File: src/rtl/fetch_sequencer.sv
// Fetch controller for the 8-bit lab core: it scans the ROM for label markers, then streams instructions to decode.
// Optional feature: define FETCH_BRANCH_COUNT_EN to add branch_cnt_o, a saturating count of accepted branches.
module fetch_sequencer #(
    parameter int unsigned       ADDR_W    = 8,
    parameter logic [ADDR_W-1:0] SCAN_LAST = ADDR_W'(8'hFE),
    parameter int unsigned       NLABEL    = 15
) (
    input  logic              clk_i,
    input  logic              rst_n_i,
    input  logic              start_i,
    output logic [ADDR_W-1:0] rom_addr_o,
    input  logic [7:0]        rom_inst_i,
    output logic [7:0]        inst_o,
    output logic              inst_valid_o,
    input  logic              stall_i,
    input  logic              branch_i,
    input  logic [3:0]        branch_label_i,
    output logic              ready_o,
    output logic              halted_o,
    output logic              fault_o
`ifdef FETCH_BRANCH_COUNT_EN
    ,
    output logic [15:0]       branch_cnt_o
`endif
);

    typedef enum logic [2:0] {S_SCAN, S_DONE, S_IDLE, S_FETCH, S_HALT} state_t;

    state_t            state_q;
    logic [ADDR_W-1:0] pc_q;
    logic [ADDR_W-1:0] tbl_q [16];
    logic [15:0]       lbl_vld_q;
    logic [7:0]        inst_q;
    logic              valid_q, ready_q, halted_q, fault_q;

    logic [ADDR_W-1:0] pc_inc_d, br_tgt_d;
    logic [3:0]        rom_lbl;
    logic              is_marker, scan_hit, scan_end, lbl_ok, start_ok;

    always_comb begin
        pc_inc_d  = pc_q + ADDR_W'(1);
        br_tgt_d  = tbl_q[branch_label_i] + ADDR_W'(1);
        rom_lbl   = rom_inst_i[3:0];
        is_marker = (rom_inst_i[7:4] == 4'hF) && (rom_lbl != 4'hF);
        scan_hit  = is_marker && (32'(rom_lbl) < NLABEL) && !lbl_vld_q[rom_lbl];
        scan_end  = (rom_inst_i == 8'hFF) || (pc_q == SCAN_LAST);
        lbl_ok    = (32'(branch_label_i) < NLABEL) && lbl_vld_q[branch_label_i];
        start_ok  = start_i && (state_q inside {S_IDLE, S_FETCH, S_HALT});
    end

    // pc_q doubles as the scan counter; S_DONE adds the cycle before ready_o rises.
    always_ff @(posedge clk_i or negedge rst_n_i) begin
        if (!rst_n_i) begin
            state_q   <= S_SCAN;
            pc_q      <= '0;
            lbl_vld_q <= '0;
            inst_q    <= '0;
            valid_q   <= 1'b0;
            ready_q   <= 1'b0;
            halted_q  <= 1'b0;
            fault_q   <= 1'b0;
            for (int unsigned i = 0; i < 16; i++) tbl_q[i] <= '0;
        end else begin
            case (state_q)
                S_SCAN: begin
                    if (scan_hit) begin
                        tbl_q[rom_lbl]     <= pc_q;
                        lbl_vld_q[rom_lbl] <= 1'b1;
                    end
                    if (scan_end) state_q <= S_DONE;
                    else          pc_q    <= pc_inc_d;
                end
                S_DONE: begin
                    ready_q <= 1'b1;
                    pc_q    <= '0;
                    state_q <= S_IDLE;
                end
                S_IDLE: begin
                    if (start_ok) begin
                        state_q <= S_FETCH;
                        pc_q    <= '0;
                        fault_q <= 1'b0;
                    end
                end
                S_FETCH: begin
                    if (start_ok) begin
                        pc_q    <= '0;
                        valid_q <= 1'b0;
                        fault_q <= 1'b0;
                    end else if (branch_i) begin
                        valid_q <= 1'b0;
                        if (lbl_ok) begin
                            pc_q <= br_tgt_d;
                        end else begin
                            fault_q  <= 1'b1;
                            halted_q <= 1'b1;
                            state_q  <= S_HALT;
                        end
                    end else if (!stall_i) begin
                        if (rom_inst_i == 8'hFF) begin
                            fault_q  <= 1'b1;
                            halted_q <= 1'b1;
                            valid_q  <= 1'b0;
                            state_q  <= S_HALT;
                        end else if (is_marker) begin
                            valid_q <= 1'b0;
                            pc_q    <= pc_inc_d;
                        end else begin
                            inst_q  <= rom_inst_i;
                            valid_q <= 1'b1;
                            // Halt is presented first; pc stays on it and halted_o follows next cycle.
                            if (rom_inst_i == 8'hE0) state_q <= S_HALT;
                            else                     pc_q    <= pc_inc_d;
                        end
                    end
                end
                S_HALT: begin
                    valid_q <= 1'b0;
                    if (start_ok) begin
                        state_q  <= S_FETCH;
                        pc_q     <= '0;
                        fault_q  <= 1'b0;
                        halted_q <= 1'b0;
                    end else begin
                        halted_q <= 1'b1;
                    end
                end
                default: state_q <= S_SCAN;
            endcase
        end
    end

`ifdef FETCH_BRANCH_COUNT_EN
    logic [15:0] bcnt_q;

    always_ff @(posedge clk_i or negedge rst_n_i) begin
        if (!rst_n_i)
            bcnt_q <= '0;
        else if (start_ok)
            bcnt_q <= '0;
        else if ((state_q == S_FETCH) && branch_i && lbl_ok && (bcnt_q != '1))
            bcnt_q <= bcnt_q + 16'd1;
    end

    assign branch_cnt_o = bcnt_q;
`endif

    assign rom_addr_o   = pc_q;
    assign inst_o       = inst_q;
    assign inst_valid_o = valid_q;
    assign ready_o      = ready_q;
    assign halted_o     = halted_q;
    assign fault_o      = fault_q;

endmodule

File: config.mk
export PLATFORM = sky130hd
export DESIGN_NAME = fetch_sequencer
export DESIGN_NICKNAME = d
export VERILOG_FILES = /design/src/rtl/fetch_sequencer.sv
export SDC_FILE = /design/constraint.sdc
export NUM_CORES = 1
export LEC_CHECK = 0
export ABC_AREA = 1
export BUFFER_PORTS_ARGS = -buffer_cell sky130_fd_sc_hd__buf_2
export CAP_MARGIN = 10
export CORE_AREA = 2 2 92 183
export DETAILED_ROUTE_END_ITERATION = 7
export DIE_AREA = 0 0 94 185
export HOLD_SLACK_MARGIN = 0.12
export PLACE_DENSITY_LB_ADDON = 0.15
export SLEW_MARGIN = 30
export SYNTH_ARGS = -nofsm -noshare
export SYNTH_HDL_FRONTEND = slang
export SYNTH_SLANG_ARGS = --single-unit
File: constraint.sdc
create_clock -name clk_i -period 2.1 [get_ports clk_i]
set_input_delay 0.105 -clock clk_i [delete_from_list [all_inputs] [get_ports clk_i]]
set_output_delay 0.105 -clock clk_i [all_outputs]
set_load 0.1 [all_outputs]
## Word level (Yosys, flattened, before mapping)

Index checks and enable logic that the tools add are counted.

| storage, ports and cells | value |
|---|---|
| register bits | 167 |
| latch bits | 0 |
| bits in writable memories | 0 |
| memory bits (read-only) | 0 |
| input bits | 17 |
| output and inout port bits | 20 |
| logic and storage cells | 136 |
| memories kept | 0 |

| operators by class | value |
|---|---|
| add/sub/neg operators | 2 |
| multipliers | 0 |
| divide/modulo/power cells | 0 |
| magnitude comparators | 8 |
| equality and inequality tests | 24 |
| shifts and indexed selects | 0 |
| muxes and demuxes | 48 |
| bitwise logic cells | 8 |
| reductions and logical operators | 22 |

Operator list:

| kind | number |
|---|---|
| $bwmux W128 | 1 |
| $mux W8 | 12 |
| $bmux W8 S4 | 1 |
| $demux W8 S4 | 1 |
| $pmux W8 S4 | 1 |
| $ne A4 B4 Y1 const B | 7 |
| $mux W3 | 9 |
| $eq A8 B8 Y1 const B | 3 |
| $add A8 B1 Y8 const B | 2 |
| $mux W1 | 16 |
| $or A16 B16 Y16 | 1 |
| $reduce_and A7 Y1 | 2 |
| $pmux W3 S4 | 1 |
| $ge A5 B5 Y1 const B | 2 |
| $lt A4 B5 Y1 const B | 2 |
| $not A4 Y5 | 2 |
| $reduce_and A5 Y1 | 2 |
| $ne A3 B3 Y1 const B | 3 |
| $bmux W1 S4 | 2 |
| $lt A4 B4 Y1 const B | 2 |
| $logic_and A1 B1 Y1 | 7 |
| $eq A3 B2 Y1 const B | 2 |
| $ne A2 B2 Y1 const B | 3 |
| $pmux W1 S2 | 3 |
| other kinds (19) | 25 |

## Longest topological paths before layout

Gate-level depths: netlist (run 1).

| logic depth | value |
|---|---|
| depth after elaboration | 9 |
| depth in mapped cells | 18 |
| mapped depth without buffers | 16 |

## Least setup slack after synthesis (run 1)

No wires, ideal clock.

| path | value |
|---|---|
| kind | register -> register |
| start | register pc_q[4] (netlist: rom_addr_o[4]) |
| end | register pc_q[0] (netlist: rom_addr_o[0]) |
| arrival | 2.397 ns |
| data required time | 1.967 ns |
| slack | -0.430 ns |
| cell stages (with the launch flop) | 10 |
| path buffers | 0 |
| cell sequence | dfrtp_1 -> inv_1 -> nor3_1 -> nand3_1 -> o21ai_0 -> a21oi_1 -> nand2_1 -> inv_2 -> o221ai_1 -> o21ai_0 |

| on the way | value |
|---|---|
| word-level cells in the longest chain between the ends | 4 |

Ends and longest elaborated chain:

| item | RTL line | text |
|---|---|---|
| from (decl) | 30 | `logic [ADDR_W-1:0] pc_q;` |
| from (signal assigned) | 71 | `else pc_q <= pc_inc_d;` |
| from (signal assigned) | 93 | `pc_q <= br_tgt_d;` |
| from (signal assigned) | 107 | `pc_q <= pc_inc_d;` |
| $eq A8 B8 Y1 | 46 | `scan_end = (rom_inst_i == 8'hFF) \|\| (pc_q == SCAN_LAST);` |
| $logic_or A1 B1 Y1 | 46 |  |
| $ne A2 B2 Y1 (no line) | -- |  |
| $reduce_and A7 Y1 (no line) | -- |  |

No other way between the ends.
A chain may end at the register's enable or synchronous reset.

## Final worst setup path (run 1)

| path | value |
|---|---|
| start | register state_q[2] |
| end | register tbl_q[49] in the netlist's numbering |

| on the way | value |
|---|---|
| word-level cells in the longest chain between the ends | 2 |

Ends and longest elaborated chain:

| item | RTL line | text |
|---|---|---|
| from (decl) | 29 | `state_t state_q;` |
| from (signal assigned) | 54 | `state_q <= S_SCAN;` |
| from (signal assigned) | 70 | `if (scan_end) state_q <= S_DONE;` |
| from (signal assigned) | 76 | `state_q <= S_IDLE;` |
| $logic_not A3 Y1 | 64 | `case (state_q)` |
| $reduce_and A2 Y1 (no line) | -- |  |
| to (signal, indexed assignment) | 67 | `tbl_q[rom_lbl] <= pc_q;` |
| to (decl) | 31 | `logic [ADDR_W-1:0] tbl_q [16];` |

No other way between the ends.

==> impl_metrics.env, run 1 <==
export IMPL_status="finished clean"
export IMPL_grt_busiest_layer="met2"
export IMPL_final_period_utilization_pct=96.9
export IMPL_worst_hold_slack_ps=172
export IMPL_crit_fanout=17
export IMPL_crit_path_end_kind="flop"
export IMPL_pwr_share_seq_pct=35.4
export IMPL_die_area_um2=17400
export IMPL_drv_cap=0
export IMPL_finish_utilization_pct=62.0
export IMPL_clkSinkCount=167
export IMPL_hpwlAfterDp_um=15900
export IMPL_dp_worst_setup_slack_ps=23.5
export IMPL_grtUsageMet3_pct=3.78
export IMPL_die_y_um=185
export IMPL_ys_seq_area_share_pct=49.9
export IMPL_clkTransAtPathRegs_ps=70
export IMPL_layout_common_cells="383 x nand2_1, 161 x dfrtp_1, 146 x o21ai_0, 129 x inv_1, 93 x nand3_1"
export IMPL_drive_above_1_share_pct=13.2
export IMPL_final_common_cell="nand2_1"
export IMPL_async_flop_share_pct=100
export IMPL_grt_max_degree=60
export IMPL_synth_edf_count=0
export IMPL_ctsHtreeMaxLevel=4
export IMPL_peakVddDrop_v=0.000939
export IMPL_wirelength_um=23400
export IMPL_setup_slack_ps=65.9
export IMPL_coreArea_um2=16100
export IMPL_fillers=1468
export IMPL_setup_viol=0
export IMPL_min_path_type="in -> async"
export IMPL_fp_dieW_um=94
export IMPL_cts_setup_buffers=0
export IMPL_drtAntennaViolNets=0
export IMPL_grt_usage_pct=28.4
export IMPL_fmax_mhz=492
export IMPL_viasPerCell=5.37
export IMPL_p_switching_mw=4.42
export IMPL_first_pass_iters=5
export IMPL_synthDistinctLibCells=33
export IMPL_vias=7542
export IMPL_finalHoldViolations=0
export IMPL_cts_max_path_buffers=2
export IMPL_clock_latency_ps=430
export IMPL_antenna_cells=0
export IMPL_drt_first_iter_violations=601
export IMPL_tritoncts="yes"
export IMPL_grt_use_met2_pct=48.9
export IMPL_ioPinCount=37
export IMPL_synth_nets=1154
export IMPL_path_class="reg -> reg"
export IMPL_ys_flop_type="dfrtp_1"
export IMPL_finalInstanceArea_um2=9980
export IMPL_syn_avg_cell_area_um2=7.39
export IMPL_pwr_share_clk_pct=29.6
export IMPL_skew_ps=8.68
export IMPL_rows=66
export IMPL_routabilityCongestion=0.991
export IMPL_required_ps=2380
export IMPL_p_sw_share_pct=41.7
export IMPL_internal_power_mw=6.18
export IMPL_mappedNetlistArea_um2=8380
export IMPL_remaining_drc_errors=0
export IMPL_period_minus_slack_ps=2030
export IMPL_p_leak_nw=4.89
export IMPL_synth_seq_cells=167
export IMPL_syn_inst=1134
export IMPL_combinationalPowerShare_pct=34.9
export IMPL_nets=1208
export IMPL_yosys_warnings=0
export IMPL_root_buffer="clkbuf_16"
export IMPL_met1_usage_pct=35.3
export IMPL_io_buffer_count=36
export IMPL_slew_headroom_pct=59.7
export IMPL_grt_pass1_wl_um=37900
export IMPL_crit_arrival_ps=2310
export IMPL_startpoint_type="flop"
export IMPL_initial_core_util_pct=52.0
export IMPL_power_density_nw_per_um2=1060
export IMPL_place_area_um2=9190
export IMPL_tightest_slew_ps=604
export IMPL_cts_buffers=17
export IMPL_area_growth_pct=19.1
export IMPL_grt_pass1_vias=7375
export IMPL_globalRoute_totalOverflow=0
export IMPL_post_drt_wl_per_cell_um=16.7
export IMPL_antenna_found_initial=0
export IMPL_slew_viol_final=0
==> per-stage QoR <==
step                      power (mW)  setup TNS (ps)  std cells
after floorplan                 6.34               0       1134
after global placement          7.39               0       1363
after detailed placement        7.44               0       1363
after CTS                       10.6               0       1405
after global routing            11.1            -338       1405
final                           10.6               0       1405
==> cell usage after synthesis (4+ instances only) <==
cell type / instances / area, um2
a21oi_1: 18 / 90.1
inv_1: 134 / 503
nand3_1: 94 / 470
nand2_1: 390 / 1460
o21ai_0: 148 / 741
buf_2: 29 / 145
clkbuf_1: 29 / 109
o22ai_1: 6 / 37.5
o21ai_1: 5 / 25.0
dfrtp_1: 167 / 4180
mux2_2: 4 / 45.0
xor2_1: 4 / 35.0
nor2_1: 67 / 251
==> metal layers <==
layer	share of wire, %	up-vias
met2	51	244
met1	41	3571
met5	0	-
li1	-	3676
met4	3.7	0
met3	4.3	51
==> cell families after synthesis <==
logic type / share of synthesized area (%)
AND/OR/NAND/NOR: 27.2
AO/OA/AOI/OAI: 11.9
buffers and inverters: 9.31
adder cells (fa/ha/maj): 0.448
XOR/XNOR: 0.627
flip-flops: 49.9
multiplexers: 0.538
==> critical path: stages, from the launching register on <==
cell     delay (ps)
dfrtp_1         410
nor2_2          140
inv_1            70
nor2_2          160
nand3_1         150
a21oi_2         140
nand2_2         170
nor2_4          220
nand2_2         100
buf_12          160
nand2_1          70
o21ai_0          90
==> power groups by stage <==
stage	Clock, mW	Sequential [mW]	Combinational (mW)
after floorplan	0	4.99	1.35
after global placement	0	3.79	3.60
after detailed placement	0	3.80	3.64
after CTS	3.18	3.75	3.67
after global routing	3.33	3.79	3.99
final	3.14	3.76	3.70
==> path summary, 6_finish.rpt <==
kind	from	endpoint	slack [ps]	cells after the start
hold / removal	rst_n_i	tbl_q[6]$_DFFE_PN0P_	170	2
max in group asynchronous	rst_n_i	fault_o$_DFFE_PN0P_	1230	3
hold reg to reg	lbl_vld_q[15]$_DFFE_PN0P_	lbl_vld_q[15]$_DFFE_PN0P_	380	0
setup / recovery	state_q[2]$_DFFE_PN0P_	tbl_q[49]$_DFFE_PN0P_	70	11
min in group clk_i	start_i	rom_addr_o[4]$_DFFE_PN0P_	170	5
setup reg to reg	state_q[2]$_DFFE_PN0P_	tbl_q[49]$_DFFE_PN0P_	70	11
==> cell type report <==
type                            count  area (um2)  area share, %
Sequential cell                   167        4190           42.0
Multi-Input combinational cell    769        3510           35.2
Timing Repair Buffer               95         907           9.09
Inverter                          138         520           5.22
Clock buffer                       21         480           4.82
Tap cell                          204         255           2.56
Clock inverter                     11         113           1.13
==> timing repair <==
item                                    4_1_cts  5_1_grt
hold buffers                                 10        0
gates resized for setup                       0       32
endpoints found under the setup margin        0      122
hold endpoints to repair                    177        0
==> state kept, by name, summed over array words and instances (netlist names) <==
signal and flops:
ready_o 1, tbl_q 128, halted_o 1, fault_o 1
rom_addr_o 8, lbl_vld_q 16, state_q 3, inst_o 8
inst_valid_o 1
Power figures use the tool's default switching activity.
==> inputs of run 2 (changes only) <==
- PLACE_DENSITY_LB_ADDON: 0.15 -> 0.12
- SKIP_CTS_REPAIR_TIMING: not set -> 1
- clock period: 2.1 -> 2.2 ns (I/O delays scaled with it)
==> impl_metrics.env, run 2 (synthesis results as in run 1) <==
export IMPL_finish_utilization_pct=60.5
export IMPL_vias=7412
export IMPL_min_path_type="in -> reg"
export IMPL_clock_latency_ps=430
export IMPL_fmax_mhz=492
export IMPL_layout_common_cells="386 x nand2_1, 162 x dfrtp_1, 148 x o21ai_0, 134 x inv_1, 92 x nand3_1"
export IMPL_pwr_share_seq_pct=35.2
export IMPL_area_growth_pct=16.2
export IMPL_remaining_drc_errors=0
export IMPL_clkTransAtPathRegs_ps=60
export IMPL_drtAntennaViolNets=0
export IMPL_internal_power_mw=6.04
export IMPL_setup_tns_ps=0
export IMPL_required_ps=2490
export IMPL_nets=1193
export IMPL_grt_pass1_vias=7075
export IMPL_startpoint_type="flop"
export IMPL_regToRegStartpoint="state_q[2]$_DFFE_PN0P_"
export IMPL_grt_pass1_wl_um=36100
export IMPL_grt_usage_pct=27.0
export IMPL_cp_startpoint="state_q[2]$_DFFE_PN0P_"
export IMPL_first_pass_iters=5
export IMPL_pwr_share_clk_pct=31.8
export IMPL_power_density_nw_per_um2=1050
export IMPL_die_y_um=185
export IMPL_post_drt_wl_per_cell_um=16.3
export IMPL_finalHoldViolations=0
export IMPL_grt_max_degree=74
export IMPL_period_minus_slack_ps=2030
export IMPL_top_register="tbl_q"
export IMPL_cts_max_path_buffers=2
export IMPL_p_switching_mw=4.16
export IMPL_die_area_um2=17400
export IMPL_hpwlAfterDp_um=15300
export IMPL_peakVddDrop_v=0.000917
export IMPL_largest_register_ffs=128
export IMPL_slew_headroom_pct=59.9
export IMPL_final_period_utilization_pct=92.4
export IMPL_initial_core_util_pct=52.0
export IMPL_globalRoute_totalOverflow=0
export IMPL_ioPinCount=37
export IMPL_ctsHtreeMaxLevel=4
export IMPL_drt_first_iter_violations=561
export IMPL_largestRegisters="tbl_q x128, lbl_vld_q x16"
export IMPL_final_common_cell="nand2_1"
export IMPL_path_class="reg -> reg"
export IMPL_clkSinkCount=167
export IMPL_tritoncts="yes"
export IMPL_coreArea_um2=16100
export IMPL_crit_fanout=17
export IMPL_wirelength_um=22600
export IMPL_hold_start="stall_i"
export IMPL_p_total_mw=10.2
export IMPL_skew_ps=8.99
export IMPL_slew_viol_final=0
export IMPL_root_buffer="clkbuf_16"
export IMPL_rsz0062_at_grt="no"
export IMPL_tightest_slew_ps=601
export IMPL_drv_cap=0
export IMPL_dp_worst_setup_slack_ps=-4.62
export IMPL_status="finished clean"
export IMPL_crit_arrival_ps=2320
export IMPL_p_sw_share_pct=40.8
export IMPL_setup_slack_ps=166
export IMPL_fp_dieW_um=94
export IMPL_p_leak_nw=4.76
export IMPL_cts_buffers=17
export IMPL_combinationalPowerShare_pct=33.0
export IMPL_drive_above_1_share_pct=11.0
export IMPL_antenna_found_initial=0
export IMPL_io_buffer_count=36
export IMPL_antenna_cells=0
export IMPL_routabilityCongestion=0.896
export IMPL_setup_viol=0
export IMPL_viasPerCell=5.33
export IMPL_crit_path_end_kind="flop"
export IMPL_rows=66
==> run 2: cell count changes in the layout (fill, tap and decap cells not counted), sizes merged <==
cell      delta
clkinv       +2
clkbuf       -4
clkinvlp     -2
bufinv       +3
inv          +1
buf         -15
==> run 2: critical path: stages (launching register included) <==
cell	delay, ps
dfrtp_1	420
nor2_1	150
inv_1	110
nor2_2	160
nand3_2	130
a21oi_2	190
nand2_4	130
nor2_4	140
nand2_1	110
buf_4	210
nand2_1	70
o21ai_0	70
==> run 2: per-layer routing <==
metal	GRT usage (%)	wire (um)	up-vias	part of all wire (%)
met3	3.54	810	36	3.6
met4	9.62	598	0	2.6
li1	-	-	3646	-
met2	46.8	11500	188	51
met5	0	0	-	0
met1	34.4	9670	3542	43
==> run 2: final timing paths <==
| kind | end | slack [ps] | cells past startpoint |
|---|---|---|---|
| worst max register to register | tbl_q[41]$_DFFE_PN0P_ | 170 | 11 |
| min in group asynchronous | tbl_q[11]$_DFFE_PN0P_ | 160 | 2 |
| max in group asynchronous | rom_addr_o[5]$_DFFE_PN0P_ | 1290 | 3 |
| worst min register to register | tbl_q[3]$_DFFE_PN0P_ | 380 | 0 |
| worst min-delay path | inst_valid_o$_DFFE_PN0P_ | 130 | 5 |
| worst max-delay path | tbl_q[41]$_DFFE_PN0P_ | 170 | 11 |
==> run 2: layout make-up <==
cell class,instances,area [um2]
Fill cell,1512,6370
Sequential cell,167,4190
Multi-Input combinational cell,769,3490
Timing Repair Buffer,80,642
Inverter,138,520
Clock buffer,17,425
Tap cell,204,255
Clock inverter,15,215
==> run 2: stage by stage <==
stage,std cells,hold WS [ps],instance area (um2)
4_1_cts,1379,-400,9550
3_5_place_dp,1347,52.7,8910
6_report,1390,129,9730
3_3_place_gp,1347,52.4,8910
5_1_grt,1390,155,9730
2_1_floorplan,1134,-186,8380
==> run 2: power groups by stage <==
| stage | clock [mW] | combinational [mW] | sequential (mW) |
|---|---|---|---|
| global route | 3.43 | 3.63 | 3.63 |
| detailed placement | 0 | 3.33 | 3.64 |
| global placement | 0 | 3.30 | 3.63 |
| finish | 3.25 | 3.37 | 3.59 |
| floorplan | 0 | 1.29 | 4.75 |
| CTS | 3.30 | 3.34 | 3.59 |
